**src/rtl/fetch_stage_if.sv**
```systemverilog
// Fetch-stage bus bundle: hazard/redirect inputs, instruction-memory
// handshake and the IF/ID pipeline register outputs. The master side is
// the fetch stage itself; the slave side is its environment.
interface fetch_stage_if;
  logic        stall_i;
  logic        redirect_i;
  logic [31:0] redirect_pc_i;
  logic        imem_req;
  logic [31:0] imem_addr;
  logic        imem_ack;
  logic [31:0] imem_rdata;
  logic        if_id_valid;
  logic [31:0] if_id_pc;
  logic [31:0] if_id_pc4;
  logic [31:0] if_id_instr;

  modport master (
    input  stall_i, redirect_i, redirect_pc_i, imem_ack, imem_rdata,
    output imem_req, imem_addr, if_id_valid, if_id_pc, if_id_pc4, if_id_instr
  );

  modport slave (
    output stall_i, redirect_i, redirect_pc_i, imem_ack, imem_rdata,
    input  imem_req, imem_addr, if_id_valid, if_id_pc, if_id_pc4, if_id_instr
  );
endinterface

```
**src/rtl/fetch_stage.sv**
```systemverilog
// Instruction-fetch stage with IF/ID pipeline register.
// FETCH issues word requests; HOLD parks a word fetched under stall in a
// skid register; DROP waits out an in-flight request after a redirect so
// the late data is discarded and the redirect target is fetched next.
module fetch_stage #(
  parameter logic [31:0] RESET_PC  = 32'h0000_0000,
  parameter logic [31:0] NOP_INSTR = 32'h0000_0013
) (
  input logic          clk,
  input logic          rst_n,
  fetch_stage_if.master bus
);

  typedef enum logic [1:0] {
    FETCH = 2'd0,
    HOLD  = 2'd1,
    DROP  = 2'd2
  } state_t;

  state_t      state_r;
  logic [31:0] pc_r;
  logic [31:0] pend_pc_r;
  logic [31:0] skid_pc_r;
  logic [31:0] skid_instr_r;
  logic        if_id_valid_r;
  logic [31:0] if_id_pc_r;
  logic [31:0] if_id_pc4_r;
  logic [31:0] if_id_instr_r;

  logic [31:0] target_s;
  logic [31:0] pc_plus4_s;

  // Redirect targets are word addresses; the low two bits are dropped.
  function automatic logic [31:0] word_align(input logic [31:0] addr);
    return {addr[31:2], 2'b00};
  endfunction

  assign target_s   = word_align(bus.redirect_pc_i);
  assign pc_plus4_s = pc_r + 32'd4;

  // Request is decoded from state so a fetch goes out the same cycle the
  // FSM enters FETCH/DROP; it is forced low while reset is asserted.
  assign bus.imem_req    = rst_n && ((state_r == FETCH) || (state_r == DROP));
  assign bus.imem_addr   = pc_r;
  assign bus.if_id_valid = if_id_valid_r;
  assign bus.if_id_pc    = if_id_pc_r;
  assign bus.if_id_pc4   = if_id_pc4_r;
  assign bus.if_id_instr = if_id_instr_r;

  // Fetch FSM, PC, skid and IF/ID register; priority reset > redirect > ack/stall.
  always_ff @(posedge clk) begin
    if (!rst_n) begin
      state_r       <= FETCH;
      pc_r          <= RESET_PC;
      pend_pc_r     <= 32'h0000_0000;
      skid_pc_r     <= 32'h0000_0000;
      skid_instr_r  <= 32'h0000_0000;
      if_id_valid_r <= 1'b0;
      if_id_pc_r    <= 32'h0000_0000;
      if_id_pc4_r   <= 32'h0000_0004;
      if_id_instr_r <= NOP_INSTR;
    end else begin
      case (state_r)
        FETCH: begin
          if (bus.redirect_i) begin
            if_id_valid_r <= 1'b0;
            if_id_instr_r <= NOP_INSTR;
            skid_pc_r     <= 32'h0000_0000;
            skid_instr_r  <= 32'h0000_0000;
            if (bus.imem_ack) begin
              pc_r    <= target_s;
              state_r <= FETCH;
            end else begin
              // Outstanding request must still complete; park the target.
              pend_pc_r <= target_s;
              state_r   <= DROP;
            end
          end else if (bus.imem_ack) begin
            pc_r <= pc_plus4_s;
            if (bus.stall_i) begin
              skid_pc_r    <= pc_r;
              skid_instr_r <= bus.imem_rdata;
              state_r      <= HOLD;
            end else begin
              if_id_valid_r <= 1'b1;
              if_id_pc_r    <= pc_r;
              if_id_pc4_r   <= pc_plus4_s;
              if_id_instr_r <= bus.imem_rdata;
              state_r       <= FETCH;
            end
          end else if (!bus.stall_i) begin
            // Decode consumed its word and nothing new arrived: bubble.
            if_id_valid_r <= 1'b0;
            if_id_instr_r <= NOP_INSTR;
          end else begin
            state_r <= FETCH;
          end
        end

        HOLD: begin
          if (bus.redirect_i) begin
            if_id_valid_r <= 1'b0;
            if_id_instr_r <= NOP_INSTR;
            skid_pc_r     <= 32'h0000_0000;
            skid_instr_r  <= 32'h0000_0000;
            pc_r          <= target_s;
            state_r       <= FETCH;
          end else if (!bus.stall_i) begin
            if_id_valid_r <= 1'b1;
            if_id_pc_r    <= skid_pc_r;
            if_id_pc4_r   <= skid_pc_r + 32'd4;
            if_id_instr_r <= skid_instr_r;
            state_r       <= FETCH;
          end else begin
            state_r <= HOLD;
          end
        end

        DROP: begin
          if_id_valid_r <= 1'b0;
          if_id_instr_r <= NOP_INSTR;
          if (bus.redirect_i) begin
            if (bus.imem_ack) begin
              // In-flight request just completed: go straight to the newest target.
              pc_r    <= target_s;
              state_r <= FETCH;
            end else begin
              pend_pc_r <= target_s;
              state_r   <= DROP;
            end
          end else if (bus.imem_ack) begin
            pc_r    <= pend_pc_r;
            state_r <= FETCH;
          end else begin
            state_r <= DROP;
          end
        end

        default: begin
          if_id_valid_r <= 1'b0;
          if_id_instr_r <= NOP_INSTR;
          state_r       <= FETCH;
        end
      endcase
    end
  end

endmodule

```
**src/flat_wrapper.sv**
```systemverilog
// flat-port wrapper written by rule: the top's interface ports become plain ports
module fetch_stage_flat 
#(
  parameter logic [31:0] RESET_PC  = 32'h0000_0000,
  parameter logic [31:0] NOP_INSTR = 32'h0000_0013
)
  (clk, rst_n, bus_stall_i, bus_redirect_i, bus_redirect_pc_i, bus_imem_ack, bus_imem_rdata, bus_imem_req, bus_imem_addr, bus_if_id_valid, bus_if_id_pc, bus_if_id_pc4, bus_if_id_instr);
  fetch_stage_if bus_i ();
  input logic clk;
  input logic rst_n;
  input wire logic [$bits(bus_i.stall_i)-1:0] bus_stall_i;
  input wire logic [$bits(bus_i.redirect_i)-1:0] bus_redirect_i;
  input wire logic [$bits(bus_i.redirect_pc_i)-1:0] bus_redirect_pc_i;
  input wire logic [$bits(bus_i.imem_ack)-1:0] bus_imem_ack;
  input wire logic [$bits(bus_i.imem_rdata)-1:0] bus_imem_rdata;
  output wire logic [$bits(bus_i.imem_req)-1:0] bus_imem_req;
  output wire logic [$bits(bus_i.imem_addr)-1:0] bus_imem_addr;
  output wire logic [$bits(bus_i.if_id_valid)-1:0] bus_if_id_valid;
  output wire logic [$bits(bus_i.if_id_pc)-1:0] bus_if_id_pc;
  output wire logic [$bits(bus_i.if_id_pc4)-1:0] bus_if_id_pc4;
  output wire logic [$bits(bus_i.if_id_instr)-1:0] bus_if_id_instr;
  assign bus_i.stall_i = bus_stall_i;
  assign bus_i.redirect_i = bus_redirect_i;
  assign bus_i.redirect_pc_i = bus_redirect_pc_i;
  assign bus_i.imem_ack = bus_imem_ack;
  assign bus_i.imem_rdata = bus_imem_rdata;
  assign bus_imem_req = bus_i.imem_req;
  assign bus_imem_addr = bus_i.imem_addr;
  assign bus_if_id_valid = bus_i.if_id_valid;
  assign bus_if_id_pc = bus_i.if_id_pc;
  assign bus_if_id_pc4 = bus_i.if_id_pc4;
  assign bus_if_id_instr = bus_i.if_id_instr;
  fetch_stage #(.RESET_PC(RESET_PC), .NOP_INSTR(NOP_INSTR)) u_core (.clk(clk), .rst_n(rst_n), .bus(bus_i));
endmodule
```
**config.mk**
```make
export PLATFORM = sky130hd
export DESIGN_NAME = fetch_stage_flat
export DESIGN_NICKNAME = d
export VERILOG_FILES = /design/src/rtl/fetch_stage_if.sv /design/src/rtl/fetch_stage.sv /design/src/flat_wrapper.sv
export SDC_FILE = /design/constraint.sdc
export NUM_CORES = 1
export LEC_CHECK = 0
export ABC_AREA = 1
export ABC_CLOCK_PERIOD_IN_PS = 1950
export CAP_MARGIN = 20
export CORE_MARGIN = 2
export CORE_UTILIZATION = 25
export CTS_BUF_LIST = sky130_fd_sc_hd__clkbuf_8
export CTS_CLUSTER_DIAMETER = 80
export DETAILED_ROUTE_END_ITERATION = 12
export PLACE_DENSITY = 0.41
export SKIP_CTS_REPAIR_TIMING = 1
export SLEW_MARGIN = 20
export SYNTH_ARGS = -nofsm -noshare
export SYNTH_HDL_FRONTEND = slang
export SYNTH_SLANG_ARGS = --single-unit
```
**constraint.sdc**
```tcl
create_clock -name clk -period 1.95 [get_ports clk]
set_clock_uncertainty 0.15 [all_clocks]
set_input_delay 0.2925 -clock clk [delete_from_list [all_inputs] [get_ports clk]]
set_output_delay 0.2925 -clock clk [all_outputs]
set_load 0.02 [all_outputs]
```
==> results of run 1 <==
cells by family after synthesis:
logic type | synth area share, %
simple gates | 28.2
xor+xnor | 1.84
compound gates | 22.9
fa+ha+maj | 0.613
flops | 36.5
buf+inv | 9.96
per-layer routing:
metal	track usage (%)	routed length (um)	vias to the layer above
met1	27.3	25800	6642
met4	5.66	1450	2
li1	-	-	6961
met3	4.35	3840	86
met2	29.7	25700	446
met5	0	7	-
state kept, by name, indices dropped and copies added, names as in the netlist:
register,count
u_core.skid_instr_r,32
u_core.bus.if_id_pc4,32
u_core.state_r,2
u_core.bus.imem_addr,32
u_core.bus.if_id_pc,30
u_core.skid_pc_r,32
u_core.bus.if_id_instr,32
u_core.pend_pc_r,30
u_core.bus.if_id_valid,1
critical path: stages, from the launching register on:
cell     delay (ns)
dfxtp_2        0.35
inv_4          0.05
ha_4           0.18
buf_6          0.12
buf_4          0.14
nor2_4         0.11
nor2_2         0.05
buf_6          0.13
stage by stage:
stage / area, um2 / cells / utilization [%] / power (mW) / hold WS, ns
after global placement: 15900 / 2739 / 32.7 / 8.58 / 0.289
after global routing: 19000 / 2897 / 39.1 / 14.7 / 0.0812
after floorplan: 12200 / 1884 / - / 6.98 / 0.258
after detailed placement: 15900 / 2739 / 32.7 / 8.59 / 0.295
after CTS: 16800 / 2815 / 34.5 / 13.4 / -0.169
final: 19000 / 2897 / 39.1 / 13.9 / 0.0547
final cells by class:
class                   count  area, um2
repair buffers            449       5030
flip-flops and latches    223       4490
diodes                      1       2.50
inverters                 159        624
multi-input cells        1366       7240
repair inverters            1       16.3
clock inverters            21       88.8
well taps                 622        778
fillers                  5161      29600
clock buffers              55        757
worst max path at each step:
stage	slack (ns)	to	from	depth (start not counted)
after floorplan	0.03	u_core.bus.imem_addr[3]	u_core.state_r[1]	12
after global placement	-0.22	u_core.bus.if_id_pc4[4]	bus_stall_i	8
after detailed placement	-0.25	u_core.bus.if_id_pc4[15]	bus_stall_i	8
after CTS	-0.62	bus_imem_req	u_core.state_r[1]	7
after global routing	-0.30	bus_imem_req	u_core.state_r[1]	7
final	-0.23	bus_imem_req	u_core.state_r[1]	7
report_power, final:
part           switching, mW  total (mW)  internal [mW]
Sequential             0.307        5.25           4.95
Combinational           2.23        3.94           1.72
Clock                   2.22        4.73           2.52
cells in the mapped netlist, types with 17 or more instances:
cell type  instances
xor2_1            17
nor2_1           124
dfxtp_1          223
buf_2             39
nor3_1            32
nand3_1           94
o21ai_0          170
inv_1            152
a31oi_1           66
clkbuf_1          79
o22ai_1           17
nand2_1          529
a21oi_1          206
==> key figures, run 1 <==
Place
  • Port bufs: 196
  • Placed wire-length estimate: 35800 um
  • Place WS: -0.253 ns
  • GP Congestion: 0.815

Die
  • Die Wd: 225 um
  • # rows: 81
  • Die Ht: 225 um
  • Die ar.: 50700 um2
  • Initial core utilization: 25.2%
  • CORE AREA: 48600 um2
  • IO Pins: 199

Synth
  • Sequential element share of the synthesized area: 36.5%
  • Post-synthesis register bit count: 223
  • Post-synth EDFFs: 0
  • Top post-synthesis cells by area: dfxtp_1 (36%), nand2_1 (16%), a21oi_1 (8.4%)
  • Yosys Warn Count: 0
  • Post-synth cell types: 44
  • Post-synth top area share: 36.5%
  • Syn Nets: 1959
  • Yosys top cell by area: dfxtp_1
  • Predominant post-synthesis flop cell: dfxtp_1
  • Cells after Synth: 1884
  • Synth Area per Inst: 6.50 um2
  • Ys async rst share: 0%
  • Synthesized cell area: 12200 um2

Final layout
  • Area grow syn2layout: 55.5%
  • Commonest non-fill, non-tap cell in the layout: nand2_1
  • Layout cells sized above 1: 22.4%
  • Nets: 2318
  • Most frequent cells in the layout: nand2_1 (491), dfxtp_1 (205), buf_4 (172)

Timing
  • Post-route setup TNS: -8.15 ns
  • Fmax: 459 MHz
  • Unrepaired setup endpoints after global routing: yes
  • Final Hold Fails: 0
  • Minimum clock period: 2.18 ns
  • Final Max Tran Viols: 0
  • Worst relative slew slack: 68.6%
  • Setup-failing EPs final: 104
  • Slew @ Worst Pin: 0.471 ns
  • Fin crit share: 112%
  • Final worst slack: -0.228 ns

Route
  • Final antenna-violating net count: 0
  • Drt first pass iters: 5
  • Final WL: 56800 um
  • # DRC: 0
  • Wire per inst: 19.6 um
  • Via/cell ratio: 4.88
  • DRT iter0 DRCs: 869
  • DR vias: 14100

Status
  • Status: finished, violations left
  • Failing checks: negative setup slack

Critical path
  • Arrival time worst endpoint: 1.74 ns
  • Setup crit start kind: flip-flop
  • Worst Path Max Fanout: 4
  • CP endpoint kind: primary output
  • Critical path required time: 1.51 ns
  • Crit Path Category: reg2out
  • Startpoint of the worst register-to-register path: u_core.state_r[1]
  • Worst reg-to-reg path cell count: 12
  • RR Endpoint: u_core.bus.imem_addr[22]
  • R2r setup slk: -0.17 ns

Job
  • Max_cap viols: 0

Clock tree
  • TritonCTS clock tree: done
  • Clock Sinks: 223
  • Root Driver: clkbuf_8
  • Clk Latency, worst-skew pair: 0.61 ns
  • Worst-path clk slew: 0.06 ns
  • CTS Buffer Depth: 3
  • H-tree Lvls: 2
  • Total CTS buffers: 43

Min path
  • Hold Crit Class: in2reg
  • Hold_sp: bus_imem_ack
  • Hold Path Stages: 4
  • Hold Path End: u_core.bus.if_id_valid

Global routing
  • Largest net degree at the start of global routing: 89
  • Initial antenna violation count: 2
  • Gr usage total: 19.5%
  • First-pass GRT wire length: 76300 um
  • Total grt overflow: 0
  • Vias in the first global route: 12900

Pwr
  • VDD IR max: 0.000337 V
  • Static leakage: 9.74 nW
  • Cell Pwr Density: 732 nW/um2
No activity file was read; power rests on OpenSTA's default activity.
==> run 2, diff against run 1 <==
Settings changed: PLACE_DENSITY 0.41 to 0.52.
==> key figures, run 2 (synthesis results as in run 1) <==
Status
  • Status: finished, violations left (unchanged)
  • Failing checks: negative setup slack (unchanged)

Critical path
  • RR Endpoint: u_core.bus.imem_addr[17] (was u_core.bus.imem_addr[22])
  • Startpoint of the worst register-to-register path: u_core.state_r[1] (unchanged)
  • Crit Path Category: reg2out (unchanged)
  • Arrival time worst endpoint: 1.76 ns (was 1.74 ns)
  • Setup crit start kind: flip-flop (unchanged)
  • Worst Path Max Fanout: 5 (was 4)
  • R2r setup slk: -0.22 ns (was -0.17 ns)
  • CP endpoint kind: primary output (unchanged)
  • Critical path required time: 1.51 ns (about the same)
  • Worst reg-to-reg path cell count: 12 (unchanged)

Route
  • DR vias: 14100 (about the same)
  • Via/cell ratio: 4.96 (was 4.88)
  • DRT iter0 DRCs: 951 (was 869)
  • Drt first pass iters: 6 (was 5)
  • # DRC: 0 (unchanged)
  • Wire per inst: 18.6 um (was 19.6 um)
  • Final WL: 53000 um (was 56800 um)
  • Final antenna-violating net count: 0 (unchanged)

Die
  • IO Pins: 199 (unchanged)
  • # rows: 81 (unchanged)
  • Die Ht: 225 um (unchanged)
  • Die Wd: 225 um (unchanged)
  • Initial core utilization: 25.2% (unchanged)
  • CORE AREA: 48600 um2 (unchanged)
  • Die ar.: 50700 um2 (unchanged)

Final layout
  • Nets: 2271 (was 2318)
  • Filler cells: 5018 (was 5161)
  • Area grow syn2layout: 54.8% (was 55.5%)
  • N_diodes: 0 (was 1)
  • Commonest non-fill, non-tap cell in the layout: nand2_1 (unchanged)
  • Final core occ: 38.9% (was 39.1%)
  • Layout cells sized above 1: 21.8% (was 22.4%)
  • Most frequent cells in the layout: nand2_1 (507), dfxtp_1 (212), inv_1 (161) (was nand2_1 (491), dfxtp_1 (205), buf_4 (172))

Min path
  • Hold Path End: u_core.bus.if_id_valid (unchanged)
  • Hold Path Stages: 4 (unchanged)
  • Hold_sp: bus_redirect_i (was bus_imem_ack)
  • Hold Crit Class: in2reg (unchanged)

Pwr
  • Static leakage: 9.42 nW (was 9.74 nW)
  • Cell Pwr Density: 743 nW/um2 (was 732 nW/um2)
  • VDD IR max: 0.000384 V (was 0.000337 V)

Global routing
  • Largest net degree at the start of global routing: 145 (was 89)
  • Initial antenna violation count: 2 (unchanged)
  • First-pass GRT wire length: 70800 um (was 76300 um)
  • Vias in the first global route: 12400 (was 12900)
  • Gr usage total: 17.7% (was 19.5%)
  • Total grt overflow: 0 (unchanged)

Clock tree
  • Total CTS buffers: 43 (unchanged)
  • Root Driver: clkbuf_8 (unchanged)
  • CTS Buffer Depth: 3 (unchanged)
  • Clock Sinks: 223 (unchanged)
  • Clk Latency, worst-skew pair: 0.60 ns (was 0.61 ns)
  • Worst-path clk slew: 0.06 ns (about the same)
  • TritonCTS clock tree: done (unchanged)
  • H-tree Lvls: 2 (unchanged)

Timing
  • Post-route setup TNS: -16.82 ns (was -8.15 ns)
  • Slew @ Worst Pin: 0.853 ns (was 0.471 ns)
  • Final Max Tran Viols: 0 (unchanged)
  • Fin crit share: 113% (was 112%)
  • Unrepaired setup endpoints after global routing: yes (unchanged)
  • Minimum clock period: 2.20 ns (was 2.18 ns)
  • Worst relative slew slack: 43.1% (was 68.6%)
  • Setup-failing EPs final: 131 (was 104)
  • Fmax: 455 MHz (was 459 MHz)
  • Fin Hold WS: 0.101 ns (was 0.0547 ns)
  • Final worst slack: -0.249 ns (was -0.228 ns)
  • Final Hold Fails: 0 (unchanged)

Place
  • Placed wire-length estimate: 32600 um (was 35800 um)
  • GP Congestion: 0.864 (was 0.815)
  • Port bufs: 196 (unchanged)

Job
  • Max_cap viols: 0 (unchanged)
-- run 2: metal layers --
metal  global-route usage, %  vias up  wire length [um]
met5                       0        -                23
met4                    4.91        4              1280
met3                    4.41       87              3470
met2                    27.0      479             24300
met1                    24.6     6667             23900
li1                        -     6887                 -
-- run 2: area by class of cell --
type / instances / area [um2] / area share, %
inverter: 159 / 626 / 3.30
clock buffer: 49 / 674 / 3.56
sequential: 223 / 4480 / 23.6
timing repair buffer: 401 / 4750 / 25.0
clock inverter: 25 / 165 / 0.872
tap: 622 / 778 / 4.11
multi-input combinational: 1368 / 7480 / 39.5
-- run 2: worst max-delay path: stages (launching register included) --
cell	delay (ns)
dfxtp_2	0.31
buf_4	0.14
ha_1	0.20
nor2_2	0.24
nor2_1	0.06
dlymetal6s2s_1	0.21
-- run 2: through the flow --
stage	setup slack, ns	power (mW)	instance area [um2]	cells
floorplan	0.0278	6.98	12200	1884
global placement	-0.226	8.41	15600	2697
detailed placement	-0.243	8.43	15600	2697
CTS	-0.730	13.2	16500	2771
global route	-0.322	14.7	18900	2847
finish	-0.249	14.1	18900	2847
-- run 2: worst max path at each step --
stage / slack [ns] / to / cells past startpoint / from
2_1_floorplan: 0.03 / u_core.bus.imem_addr[3] / 12 / u_core.state_r[1]
3_3_place_gp: -0.23 / u_core.bus.if_id_pc4[4] / 9 / bus_stall_i
3_5_place_dp: -0.24 / u_core.bus.if_id_pc4[20] / 9 / bus_stall_i
4_1_cts: -0.73 / bus_imem_req / 5 / u_core.state_r[1]
5_1_grt: -0.32 / bus_imem_req / 5 / u_core.state_r[1]
6_report: -0.25 / bus_imem_req / 5 / u_core.state_r[1]
-- run 2: power by group --
part           total [mW]  leakage (nW)  internal, mW  switching, mW
logic                4.08          7.10          1.80           2.28
registers            5.26          1.83          4.94          0.320
clock network        4.73         0.485          2.55           2.18
==> run 3, diff against run 2 <==
Settings changed: CORE_ASPECT_RATIO set to 0.75, CTS_BUF_LIST sky130_fd_sc_hd__clkbuf_8 to unset, TNS_END_PERCENT set to 50.
==> key figures, run 3 (synthesis results as in run 1) <==
Status
  • Status: finished, violations left (unchanged)
  • Failing checks: negative setup slack (unchanged)

Critical path
  • CP endpoint kind: flip-flop (was primary output)
  • CP max stage cell: o32ai_1 (was dfxtp_2)
  • Worst Path Max Fanout: 26 (was 5)
  • Crit Path Category: reg2reg (was reg2out)
  • R2r setup slk: -0.12 ns (was -0.22 ns)
  • Sequence of cells on the critical path: inv_1 > ha_4 > buf_4 > buf_4 > nand2_1 > buf_12 > o32ai_1 > nand2_2 > a21oi_2 (was buf_4 > ha_1 > nor2_2 > nor2_1 > dlymetal6s2s_1)
  • Critical path required time: 2.28 ns (was 1.51 ns)
  • Crit path top cell by count: buf_4
  • RR Endpoint: u_core.bus.if_id_instr[7] (was u_core.bus.imem_addr[17])
  • Worst Setup SP: u_core.state_r[0] (was u_core.state_r[1])
  • Worst reg-to-reg path cell count: 9 (was 12)
  • Startpoint of the worst register-to-register path: u_core.state_r[0] (was u_core.state_r[1])
  • Setup crit start kind: flip-flop (unchanged)
  • Arrival time worst endpoint: 2.40 ns (was 1.76 ns)
  • CP peak stage delay: 0.34 ns (was 0.31 ns)

Die
  • Die ar.: 50800 um2 (was 50700 um2)
  • Die Ht: 196 um (was 225 um)
  • # rows: 70 (was 81)
  • CORE AREA: 48500 um2 (was 48600 um2)
  • Die Wd: 259 um (was 225 um)
  • Initial core utilization: 25.2% (about the same)
  • IO Pins: 199 (unchanged)

Pwr
  • Tot Pwr: 14.8 mW (was 14.1 mW)
  • Static leakage: 9.62 nW (was 9.42 nW)
  • Cell Pwr Density: 770 nW/um2 (was 743 nW/um2)
  • VDD IR max: 0.000629 V (was 0.000384 V)

Timing
  • Slew @ Worst Pin: 0.519 ns (was 0.853 ns)
  • Unrepaired setup endpoints after global routing: yes (unchanged)
  • Final Max Tran Viols: 0 (unchanged)
  • Final worst slack: -0.116 ns (was -0.249 ns)
  • Fin Hold WS: 0.116 ns (was 0.101 ns)
  • Fmax: 484 MHz (was 455 MHz)
  • Worst relative slew slack: 65.4% (was 43.1%)
  • Setup-failing EPs final: 126 (was 131)
  • Minimum clock period: 2.07 ns (was 2.20 ns)
  • Final Hold Fails: 0 (unchanged)
  • Fin crit share: 106% (was 113%)

Clock tree
  • Total CTS buffers: 28 (was 43)
  • Root Driver: clkbuf_16 (was clkbuf_8)
  • Worst-path clk slew: 0.06 ns (about the same)
  • Clock Sinks: 223 (unchanged)
  • H-tree Lvls: 1 (was 2)
  • TritonCTS clock tree: done (unchanged)
  • Clk Latency, worst-skew pair: 0.56 ns (was 0.60 ns)
  • CTS Buffer Depth: 3 (unchanged)

Global routing
  • Total grt overflow: 0 (unchanged)
  • First-pass GRT wire length: 73500 um (was 70800 um)
  • Largest net degree at the start of global routing: 80 (was 145)
  • Initial antenna violation count: 9 (was 2)
  • Vias in the first global route: 12500 (was 12400)
  • Gr usage total: 18.3% (was 17.7%)

Route
  • Wire per inst: 18.6 um (about the same)
  • Final antenna-violating net count: 0 (unchanged)
  • Final WL: 53300 um (was 53000 um)
  • Via/cell ratio: 4.98 (was 4.96)
  • DRT iter0 DRCs: 1205 (was 951)
  • # DRC: 0 (unchanged)
  • DR vias: 14300 (was 14100)
  • Drt first pass iters: 6 (unchanged)

Min path
  • Hold Path Stages: 4 (unchanged)
  • Hold_sp: rst_n (was bus_redirect_i)
  • Hold Path End: u_core.skid_instr_r[25] (was u_core.bus.if_id_valid)
  • Hold Crit Class: in2reg (unchanged)

Final layout
  • Nets: 2266 (was 2271)
  • Post-Layout Cell Count: 2864 (was 2847)
  • Area grow syn2layout: 57.2% (was 54.8%)
  • Most frequent cells in the layout: nand2_1 (481), dfxtp_1 (207), a21oi_1 (162) (was nand2_1 (507), dfxtp_1 (212), inv_1 (161))
  • Final instance area: 19200 um2 (was 18900 um2)
  • Layout cells sized above 1: 23.4% (was 21.8%)
  • Filler cells: 4967 (was 5018)
  • Commonest non-fill, non-tap cell in the layout: nand2_1 (unchanged)

Job
  • Max_cap viols: 0 (unchanged)

Place
  • Placed wire-length estimate: 35000 um (was 32600 um)
  • DP Area: 15900 um2 (was 15600 um2)
  • Place WS: -0.254 ns (was -0.243 ns)
  • Port bufs: 196 (unchanged)
  • GP Congestion: 0.933 (was 0.864)
  • Post-Place Cells: 2760 (was 2697)
==> run 3: cell count changes in the layout (fill, tap and decap cells not counted), sizes merged, moves of 2 or more <==
cell,delta
diode,+3
buf,+13
nand2,-2
clkinv,+3
inv,-15
bufinv,+2
clkbuf,-14
dlymetal6s2s,+4
==> run 3: how the worst max path moves through the flow <==
stage | endpoint | slack [ns] | depth (start not counted)
detailed placement | u_core.bus.if_id_pc[12] | -0.25 | 8
finish | u_core.bus.if_id_instr[7] | -0.12 | 9
global route | u_core.bus.if_id_pc4[14] | -0.16 | 12
floorplan | u_core.bus.imem_addr[3] | 0.03 | 12
CTS | bus_imem_req | -0.62 | 5
global placement | u_core.bus.if_id_pc4[5] | -0.21 | 9
==> run 3: layout make-up <==
class	instances	area, um2	area share (%)
Tap cell	648	811	4.22
Multi-Input combinational cell	1366	7510	39.0
Clock buffer	38	800	4.16
Inverter	159	628	3.27
Sequential cell	223	4490	23.3
Timing Repair Buffer	413	4820	25.0
Antenna cell	3	7.51	0.0390
Clock inverter	14	176	0.917
==> run 3: per-layer routing <==
metal	routed length [um]	GRT usage [%]
met3	5050	5.28
met1	25100	27.8
met5	80	0
met4	1040	3.21
met2	22100	25.1
==> run 3: critical path, delay by kind of cell (launching register included) <==
family | cells | cell delay [ns]
AND/OR/NAND/NOR | 2 | 0.21
flip-flops | 1 | 0.32
buffers and inverters | 4 | 0.60
adder cells (fa/ha/maj) | 1 | 0.21
AO/OA/AOI/OAI | 2 | 0.48
==> run 3: metrics by stage <==
stage               TNS [ns]  utilization, %
finish                 -6.62            39.6
global route          -17.41            39.6
CTS                   -14.23            34.9
detailed placement    -12.97            32.8
global placement       -8.66            32.8
floorplan                  0               -
==> run 3: power breakdown <==
group	internal, mW	leakage, nW	switching, mW	total [mW]
sequential	4.95	1.84	0.326	5.27
clock	3.39	0.485	2.16	5.55
combinational	1.73	7.30	2.26	3.99
